==> src/rtl/mux_scan_pkg.sv <==
// Shared types for the scanning channel multiplexer.
// Latency: n/a (types and constants only).
// Backpressure: n/a.
package mux_scan_pkg;

    typedef enum logic [1:0] {
        IDLE   = 2'd0,
        MANUAL = 2'd1,
        SCAN   = 2'd2
    } state_t;

    localparam logic MODE_MANUAL = 1'b0;
    localparam logic MODE_SCAN   = 1'b1;

endpackage

==> src/rtl/mux_scan_ctr.sv <==
// Scan sequencer: dwell counter plus channel pointer, flags the last->0 step.
// Latency: ptr/wrap update on the edge where run is sampled; wrap is high the cycle after ptr returns to 0's edge.
// Backpressure: none; the counter advances every cycle that run is high.
module mux_scan_ctr #(
    parameter int N_CH    = 4,
    parameter int DWELL_W = 4,
    parameter int SEL_W   = $clog2(N_CH)
) (
    input  logic               clk,
    input  logic               rst_n,
    input  logic               clear,
    input  logic               run,
    input  logic [DWELL_W-1:0] dwell,
    output logic [SEL_W-1:0]   ptr,
    output logic               wrap
);

    localparam logic [SEL_W-1:0] LAST_CH = SEL_W'(N_CH - 1);

    logic [DWELL_W-1:0] cnt;

    // Count dwell cycles; the counter wraps modulo 2^DWELL_W so a lowered dwell still matches eventually.
    always_ff @(posedge clk or negedge rst_n) begin
        if (!rst_n) begin
            cnt  <= '0;
            ptr  <= '0;
            wrap <= 1'b0;
        end else if (clear) begin
            cnt  <= '0;
            ptr  <= '0;
            wrap <= 1'b0;
        end else if (run) begin
            if (cnt == dwell) begin
                cnt  <= '0;
                ptr  <= (ptr == LAST_CH) ? '0 : ptr + 1'b1;
                wrap <= (ptr == LAST_CH);
            end else begin
                cnt  <= cnt + 1'b1;
                wrap <= 1'b0;
            end
        end else begin
            wrap <= 1'b0;
        end
    end

endmodule

==> src/rtl/mux_scan.sv <==
// Registered N-channel mux with manual select or dwell-timed channel scan.
// Latency: 1 cycle from sel/din (or scan pointer) to dout/ch_out/valid.
// Backpressure: none; the consumer must take dout every cycle, valid marks live data.
module mux_scan
    import mux_scan_pkg::*;
#(
    parameter int N_CH    = 4,
    parameter int W       = 8,
    parameter int DWELL_W = 4,
    parameter int SEL_W   = $clog2(N_CH)
) (
    input  logic                clk,
    input  logic                rst_n,
    input  logic                en,
    input  logic                mode,
    input  logic [SEL_W-1:0]    sel,
    input  logic [DWELL_W-1:0]  dwell,
    input  logic [N_CH*W-1:0]   din,
    output logic [W-1:0]        dout,
    output logic [SEL_W-1:0]    ch_out,
    output logic                valid,
    output logic                wrap
);

    state_t             state;
    state_t             state_nxt;
    logic [SEL_W-1:0]   ptr;
    logic               ctr_wrap;
    logic [W-1:0]       man_dat;
    logic [W-1:0]       scan_dat;
    logic               man_ok;

    // State register.
    always_ff @(posedge clk or negedge rst_n) begin
        if (!rst_n) state <= IDLE;
        else        state <= state_nxt;
    end

    // Next state: enable dominates, then mode picks manual or scan with no idle gap.
    always_comb begin
        state_nxt = IDLE;
        case (state)
            IDLE:    if (en) state_nxt = (mode == MODE_SCAN) ? SCAN : MANUAL;
            MANUAL:  if (en) state_nxt = (mode == MODE_SCAN) ? SCAN : MANUAL;
            SCAN:    if (en) state_nxt = (mode == MODE_MANUAL) ? MANUAL : SCAN;
            default: state_nxt = IDLE;
        endcase
    end

    // The pointer only runs while scanning; any other state restarts it at channel 0.
    mux_scan_ctr #(
        .N_CH    (N_CH),
        .DWELL_W (DWELL_W),
        .SEL_W   (SEL_W)
    ) u_scan_ctr (
        .clk   (clk),
        .rst_n (rst_n),
        .clear (state_nxt != SCAN),
        .run   (state_nxt == SCAN),
        .dwell (dwell),
        .ptr   (ptr),
        .wrap  (ctr_wrap)
    );

    // Channel pick for both sources; an out-of-range select yields zero data and no valid.
    always_comb begin
        man_dat  = '0;
        scan_dat = '0;
        man_ok   = (int'(sel) < N_CH);
        for (int k = 0; k < N_CH; k++) begin
            if (int'(sel) == k) man_dat  = din[k*W +: W];
            if (int'(ptr) == k) scan_dat = din[k*W +: W];
        end
    end

    // Output register acts on the state being entered, so mode changes land on the sampling edge.
    always_ff @(posedge clk or negedge rst_n) begin
        if (!rst_n) begin
            dout   <= '0;
            ch_out <= '0;
            valid  <= 1'b0;
            wrap   <= 1'b0;
        end else begin
            case (state_nxt)
                MANUAL: begin
                    dout   <= man_ok ? man_dat : '0;
                    ch_out <= sel;
                    valid  <= man_ok;
                    wrap   <= 1'b0;
                end
                SCAN: begin
                    dout   <= scan_dat;
                    ch_out <= ptr;
                    valid  <= 1'b1;
                    wrap   <= ctr_wrap;
                end
                default: begin
                    dout   <= '0;
                    valid  <= 1'b0;
                    wrap   <= 1'b0;
                end
            endcase
        end
    end

endmodule
==> config.mk <==
export PLATFORM = sky130hd
export DESIGN_NAME = mux_scan
export DESIGN_NICKNAME = d
export VERILOG_FILES = /design/src/rtl/mux_scan_pkg.sv /design/src/rtl/mux_scan_ctr.sv /design/src/rtl/mux_scan.sv
export SDC_FILE = /design/constraint.sdc
export NUM_CORES = 1
export LEC_CHECK = 0
export CAP_MARGIN = 20
export CELL_PAD_IN_SITES_DETAIL_PLACEMENT = 0
export CELL_PAD_IN_SITES_GLOBAL_PLACEMENT = 1
export CORE_MARGIN = 2
export CORE_UTILIZATION = 30
export DETAILED_ROUTE_END_ITERATION = 8
export GPL_TIMING_DRIVEN = 0
export PLACE_DENSITY_LB_ADDON = 0.1
export RECOVER_POWER = 50
export SYNTH_ARGS = -nofsm -noshare
export SYNTH_HDL_FRONTEND = slang
export SYNTH_HIERARCHICAL = 1
export SYNTH_SLANG_ARGS = --single-unit
==> constraint.sdc <==
create_clock -name clk -period 2.2 [get_ports clk]
set_clock_uncertainty 0.05 [all_clocks]
set_input_delay 0.33 -clock clk [delete_from_list [all_inputs] [get_ports clk]]
set_output_delay 0.33 -clock clk [all_outputs]
set_load 0.005 [all_outputs]
Word level (Yosys, flattened, before mapping):

Index checks and enable logic that the tools add are counted.

* add/sub/neg operators: 2
* mux-type cells: 25
* reductions and logical operators: 9
* equal/unequal tests: 13

Operators with widths (number)
* $mux W8: 8
* $pmux W8 S2: 1
* $eq A2 B2 Y1 const B: 7
* $mux W2: 7
* $mux W4: 3
* $eq A2 B1 Y1 const B: 4
* $logic_not A2 Y1: 3
* $reduce_bool A2 Y1: 3
* $mux W1: 5
* $add A4 B1 Y4 const B: 1
* $eq A4 B4 Y1: 1
* $pmux W2 S2: 1
* $reduce_or A3 Y1: 1
* $add A2 B1 Y2 const B: 1
* $ne A2 B2 Y1 const B: 1
* $reduce_and A2 Y1: 1
* $reduce_or A2 Y1: 1

* bits of input ports: 42
* register bits: 21

Logic depth before layout (Yosys ltp):

Gate-level depths: netlist of the first run.

* depth in word-level cells: 6
* depth in mapped cells: 8
* depth with buffers taken out: 7

By module:

The synthesis of the first run kept the hierarchy.

By module, submodules not included
* mux_scan: instances 1, sequential area each 350.3 sq um, area an instance 959.7 sq um, cells each 62
* mux_scan_ctr: instances 1, sequential area each 175.2 sq um, area an instance 400.4 sq um, cells each 42

Worst setup path before layout of the first run:

OpenSTA, ideal clock, no wires.

* path type: register -> register
* from: register state[0]
* to: register u_scan_ctr.ptr[0]
* slack: 0.146 ns
* cell stages (with the launch flop): 7
* path buffers: 0
* library setup time: 0.078 ns
* required time: 2.072 ns
* arrival: 1.926 ns
* cells stage by stage: dfrtp_1 -> a21boi_0 -> and2_1 -> ha_1 -> clkinv_1 -> or4_1 -> a21oi_1

* word-level cells in the longest chain between the ends: 6
* elaborated cells between the ends (all ways): 11
* classes of those cells: eq/ne (4); mux (2); reduce/logical (5)

RTL lines
* start, declared: line mux_scan.sv:25 `state_t state;`
* start signal, assigned: line mux_scan.sv:36 `else state <= state_nxt;`
* $eq A2 B2 Y1 (tied with other cells): line mux_scan.sv:42 `case (state)`
* $reduce_or A3 Y1 (no line) *
* $mux W2 *
* via state_nxt[1]: line mux_scan.sv:26 `state_t state_nxt;`
* $ne A2 B2 Y1 / $eq A2 B2 Y1 (equally long branches): line mux_scan.sv:58, mux_scan.sv:59
* $reduce_bool A2 Y1 (no line)
* $reduce_and A2 Y1 (no line)
* end signal, assigned: line mux_scan_ctr.sv:35 `ptr <= (ptr == LAST_CH) ? '0 : ptr + 1'b1;`
* end, declared: line mux_scan_ctr.sv:14 `output logic [SEL_W-1:0] ptr,`

The timed path passes the listed nets; every way through them passes the cells marked *.
A chain may end at the register's enable or synchronous reset.

Worst setup path after layout of the first run:

* from: input en
* to: register u_scan_ctr.ptr[0]

* word-level cells in the longest chain between the ends: 5
* elaborated cells between the ends (all ways): 8
* classes of those cells: eq/ne (2); mux (3); reduce/logical (3)

RTL lines
* start, declared: line mux_scan.sv:14 `input logic en,`
* $mux W2 *: line mux_scan.sv:43, mux_scan.sv:44, mux_scan.sv:45
* $mux W2 *
* via state_nxt[1]: line mux_scan.sv:26
* $ne A2 B2 Y1 / $eq A2 B2 Y1 (equally long branches): line mux_scan.sv:58, mux_scan.sv:59
* $reduce_bool A2 Y1 (no line)
* $reduce_and A2 Y1 (no line)

Marks and branches as above.

==> results.md, run 1 <==
* Status: complete, no violations
* Worst Setup End Kind: register
* Clk root buf: clkbuf_8
* Critical-path top delay cell: or4_1
* CTS Buf Count at 3
* Core Footprint at 4354 um2
* Overall power at 0.8830 mW
* Via count at 1084
* Post-Syn Instances at roughly 100
* Maximum VDD drop at 0.1919 mV
* Worst-path fanout max at 10
* Post-route setup slack at about 160 ps
* Place WS at -639.6 ps
* Top cell type's share of synthesized area at 38.64%
* Pwr dens at 441.1 nW/um2
* WL/cell at approximately 15 um
* Synth Register Bits at 21
* # clock sinks at 21
* Highest clock rate at 490.0 MHz
* Top cells by area, synth: dfrtp_1 (39%), mux4_2 (17%), mux4_1 (12%)
* Syn Area/Cell at 13.08 um2
* Finished Core Util at 45.98%
* TritonCTS clock tree: built
* Post-Syn Area at 1360 um2
* Crit path time final at slightly above 2000 ps
* Clock latency on the worst-skew pair at 250 ps
* Final hold violations at 0
* H-Tree Depth at 1
* Layout net count at roughly 210
* DRT Pass-1 Iters at 4
* Crit path DAT at about 2200 ps
* Leakage Power at 0.7819 nW
* Antenna diodes at 0
* DP HPWL at 2434 um
* Routed Antenna Nets at 0
* Total grt overflow at 0
* Vert. Die Dim at about 71 um
* RSZ-0062 raised after global routing: false
* Most frequent cells in the layout: clkdlybuf4s50_1 (48), dfrtp_1 (21), mux4_2 (10)
* CTS Buffer Depth at 2
* Final setup viols at 0
* Synth area leader: dfrtp_1
* Die area at 5088 um2
* DRT iter0 DRCs at 39
* Post-synth EDFFs at 0
* DRC errors left at 0
* Area growth syn-to-layout at 47.19%
* Initial antenna violation count at 0
* Slew headroom at just over 50%
* Slew @ Worst Pin at 722.8 ps
* Max incr delay on CP at around 490 ps
* Max Cap Viol at 0
* CP required at 2330 ps
* R2R setup slack at just over 300 ps
* Crit path max-delay family: simple AND/OR/NAND/NOR gates
* Primary FF master, synth: dfrtp_1
* Ratio of cells with drive above 1 in the final layout at 12.50%
* Post-synth cell types at 30
* Total track usage at a little over an eighth
* Rows at 24
* Net count after synthesis at 150
* Post-Route Setup TNS at 0 ps
* Setup CP Type: in -> reg
* Die X at ~71 um
* Crit path launch type: input port
* Largest net degree at the start of global routing at 22
* Yosys warns at 6
* Worst hold path type: in -> reg
* Worst path buffer plus inverter count at 2
* Clk slew on worst S/H paths at 80 ps
* CP Cell Sequence: clkdlybuf4s50_1, a21boi_2, and2_1, ha_4, clkinv_2, or4_1, a21oi_1
* Sequential-to-total area share from yosys stat at 38.64%
* Period Utilization, post-route at 92.76%
* IO buf count at 51
* Vias in the first global route at 1168
* Io pins at 54
* Global-route wire length before repair at approximately 5500 um
* Routability cong. at roughly 0.71
* Pins Over Slew Limit at 0
* FFs w/ async S/R, synth at 100.0%
* Vias per Instance at 5.113
* Starting Density at 31.24%
* Final wirelength at 3213 um
* # fillers at 387
* Most common cell after layout, fill and taps aside: clkdlybuf4s50_1
cell type report:
cell class	count	area [um2]	share of cell area, %
Clock buffer	4	45.04	2.250
Buffer	7	41.29	2.063
Sequential cell	21	525.5	26.25
Inverter	6	23.77	1.188
Multi-Input combinational cell	70	787.0	39.31
Tap cell	52	65.06	3.250
Timing Repair Buffer	52	514.2	25.69
through the flow:
step	hold WS (ps)	cells	area (um2)
2_1_floorplan	-15.59	104	1360
5_1_grt	409.8	212	2002
4_1_cts	396.0	211	1994
3_5_place_dp	391.7	207	1936
6_report	389.7	212	2002
3_3_place_gp	391.1	207	1936
cell families (layout without fill, tap and decap cells):
logic type,count (synthesis),in the layout,synth area share [%]
AOI/OAI and AO/OA,20,20,10.30
xor gates and xnor gates,4,4,3.129
adders and majority gates,4,4,3.680
buffers and inverters,13,69,4.692
DFF,21,21,38.64
muxes,18,18,29.62
and+or+nand+nor,24,24,9.935
worst reg2reg max path, cell delays in order, from the launching register on:
cell and delay (ps):
dfrtp_1 380, a21boi_2 190, and2_1 220, ha_4 210, clkinv_2 150, or4_1 490, a21oi_1 140
cell usage after synthesis (3+ instances only):
master    count
ha_1          4
mux4_2       10
nand3_1       3
o21ai_0       5
inv_1         5
dfrtp_1      21
nand2_1       7
clkbuf_1      3
a21oi_1       3
xnor2_1       3
nor2b_1       4
a22o_1        8
mux4_1        6
path summary, 6_finish.rpt:
check	endpoint	cells past startpoint	startpoint
max	u_scan_ctr/ptr[0]	7	en
min	ch_out[0]	3	sel[0]
max reg2reg	u_scan_ctr/ptr[0]	6	state[0]
min reg2reg	wrap	1	u_scan_ctr/wrap
max in group asynchronous	u_scan_ctr/ptr[0]	2	rst_n
min in group asynchronous	wrap	1	rst_n
flip-flops by register name, summed over array words and instances, names as in the netlist:
register / count
u_scan_ctr/cnt: 4
valid: 1
state: 2
ch_out: 2
u_scan_ctr/wrap: 1
u_scan_ctr/ptr: 2
wrap: 1
dout: 8
per-layer routing:
metal,routed length (um),vias to the layer above,GRT usage [%]
met2,1570,43,23.66
met5,0,-,0
li1,-,516,-
met3,234,2,2.954
met4,29,0,4.403
met1,1379,523,17.11
report_power, final:
group	total, mW	switching (mW)	internal, mW
combinational	0.217	0.0730	0.144
sequential	0.412	0.00855	0.404
clock	0.254	0.125	0.129
total	0.883	0.206	0.677
what timing repair did:
item	in CTS	in global routing
pin swaps	0	0
hold buffers	0	0
setup endpoints to repair	13	10
resized for setup	4	1
buffers inserted	0	0
Note: power is estimated with default switching activity, not from simulation.
==> inputs of run 2 (changes only) <==
--- a/config.mk
+++ b/config.mk
@@ -11,3 +11,4 @@
 export CORE_MARGIN = 2
-export CORE_UTILIZATION = 30
+export CORE_UTILIZATION = 33
+export CTS_CLUSTER_SIZE = 20
 export DETAILED_ROUTE_END_ITERATION = 8
==> constraint.sdc (replaced) <==
create_clock -name clk -period 2.11 [get_ports clk]
set_clock_uncertainty 0.05 [all_clocks]
set_input_delay 0.422 -clock clk [delete_from_list [all_inputs] [get_ports clk]]
set_output_delay 0.422 -clock clk [all_outputs]
set_load 0.005 [all_outputs]
==> results.md, run 2 (synthesis results as in run 1) <==
* Clk root buf: clkbuf_8
* Routed Antenna Nets at 0 (unchanged)
* Total grt overflow at 0 (unchanged)
* Core Footprint at 3971 um2 (-8.8%)
* Max Cap Viol at 0 (unchanged)
* CTS Buf Count at 3 (unchanged)
* Setup CP Type: in -> reg
* Most frequent cells in the layout: clkdlybuf4s50_1 (51), dfrtp_1 (21), mux4_2 (10)
* Final wirelength at 3211 um (about the same)
* Slew headroom at 35.21% (-17 points)
* DRC errors left at 0 (unchanged)
* Pins Over Slew Limit at 0 (unchanged)
* Period Utilization, post-route at 94.74%
* CTS Buffer Depth at 2 (unchanged)
* Worst Setup End Kind: register
* Crit path DAT at 2150 ps (-20 ps)
* Post-route setup slack at 111.0 ps (-48.33 ps)
* Worst Hold Path Cells at 1 (-2)
* Vias per Instance at 5.223 (+2.1%)
* Max FFs per register at 8 (unchanged)
* Crit path time final at 1999 ps
* Total track usage at 14.35% (+0.65 points)
* Global-route wire length before repair at 4878 um (-11%)
* Routability cong. at 0.7359 (+3.3%)
* WL/cell at 15.22 um (+0.41%)
* R2R cell count at 6 (unchanged)
* Largest net degree at the start of global routing at 22 (unchanged)
* Die X at 68.20 um (-4.4%)
* Highest clock rate at between 500 and 600 MHz
* Leakage Power at 0.7938 nW (+1.5%)
* IO buf count at 51 (unchanged)
* Status: complete, no violations
* Clk slew on worst S/H paths at 80 ps (about the same)
* Pwr dens at 462.0 nW/um2 (+4.8%)
* Vias in the first global route at 1039 (-11%)
* Layout net count at 208 (+0.48%)
* Vert. Die Dim at 68.20 um (-4.4%)
* Final setup viols at 0 (unchanged)
* Slew @ Worst Pin at 968.8 ps (+246.0 ps)
* Dpl cell area at 1934 um2 (about the same)
* Antenna diodes at 0 (unchanged)
* DRT Pass-1 Iters at 4 (unchanged)
* Die area at 4651 um2 (-8.6%)
* Area growth syn-to-layout at 48.67%
* H-Tree Depth at 1 (unchanged)
* Post-Route Setup TNS at 0 ps (unchanged)
* Final hold violations at 0 (unchanged)
* Worst hold path type: reg -> reg
* Finished Core Util at 50.91% (+4.9 points)
* Io pins at 54 (unchanged)
* Clock latency on the worst-skew pair at 260 ps (about the same)
* Overall power at 0.9342 mW (+5.8%)
* Rows at 23 (-4.2%)
* Maximum VDD drop at 0.2125 mV (+11%)
* Worst-path fanout max at 8 (-2)
* Most common cell after layout, fill and taps aside: clkdlybuf4s50_1
* Place WS at -717.3 ps (-77.70 ps)
* Initial antenna violation count at 0 (unchanged)
* DRT iter0 DRCs at 41 (+5.1%)
* TritonCTS clock tree: built
* # clock sinks at 21 (unchanged)
* Ratio of cells with drive above 1 in the final layout at 14.29% (+1.8 points)
* Biggest register: dout
* Crit path launch type: input port
* Starting Density at 34.25% (+3.0 points)
* Post-route cell area at 2022 um2 (+1.0%)
* Via count at 1102 (+1.7%)
* DP HPWL at 2350 um (-3.5%)
* CP required at 2260 ps (-70 ps)
* Top Registers: dout (8), u_scan_ctr/cnt (4)
run 2: cell count changes in the layout (fill, tap and decap cells not counted), sizes merged:
cell and delta:
inv +1, clkdlybuf4s50 +3, clkinv -1, dlygate4sd3 -3, clkbuf -1, buf +2
run 2: per-layer routing:
metal / global-route usage, % / share of wire, % / up-vias
li1: - / - / 519
met3: 1.974 / 4.7 / 2
met5: 0 / 0 / -
met4: 6.000 / 0.84 / 0
met2: 25.73 / 51 / 34
met1: 17.14 / 43 / 547
run 2: power breakdown:
group          internal (mW)  total, mW  leakage, nW  switching [mW]
Clock                  0.135      0.270       0.0228           0.135
Combinational          0.156      0.234        0.486          0.0780
Sequential             0.421      0.431        0.285         0.00999
Total                  0.711      0.934        0.794           0.223
run 2: final cells by class:
type                    instances  area (um2)
multi-input cells              70       797.0
fillers                       364        1949
well taps                      50       62.56
repair buffers                 53       525.5
flip-flops and latches         21       525.5
plain buffers                   7       41.29
inverters                       6       25.02
clock buffers                   4       45.04
run 2: repair_timing:
| action | in CTS | in global routing |
|---|---|---|
| gates resized for setup | 4 | 3 |
| buffers inserted | 2 | 0 |
| endpoints found under the setup margin | 15 | 9 |
| hold buffers | 0 | 0 |
| pin swaps | 0 | 0 |
run 2: path summary, 6_finish.rpt:
check	endpoint	slack, ps	startpoint
hold / removal	wrap	420	u_scan_ctr/wrap
setup reg to reg	dout[1]	340	state[0]
min in group asynchronous	u_scan_ctr/cnt[2]	640	rst_n
max in group asynchronous	dout[5]	780	rst_n
setup / recovery	dout[1]	110	en
hold reg to reg	wrap	420	u_scan_ctr/wrap
run 2: critical path: stages:
cell and delay, ps:
clkdlybuf4s50_1 460, a21boi_4 200, nand2b_1 110, ha_4 280
nor2b_1 110, buf_1 350, a22o_1 210
run 2: metrics by stage:
step                      std cells  hold WS (ps)
after floorplan                 104         76.41
after global placement          205         398.6
after detailed placement        205         407.5
after CTS                       211         425.6
after global routing            211         464.3
final                           211         416.8
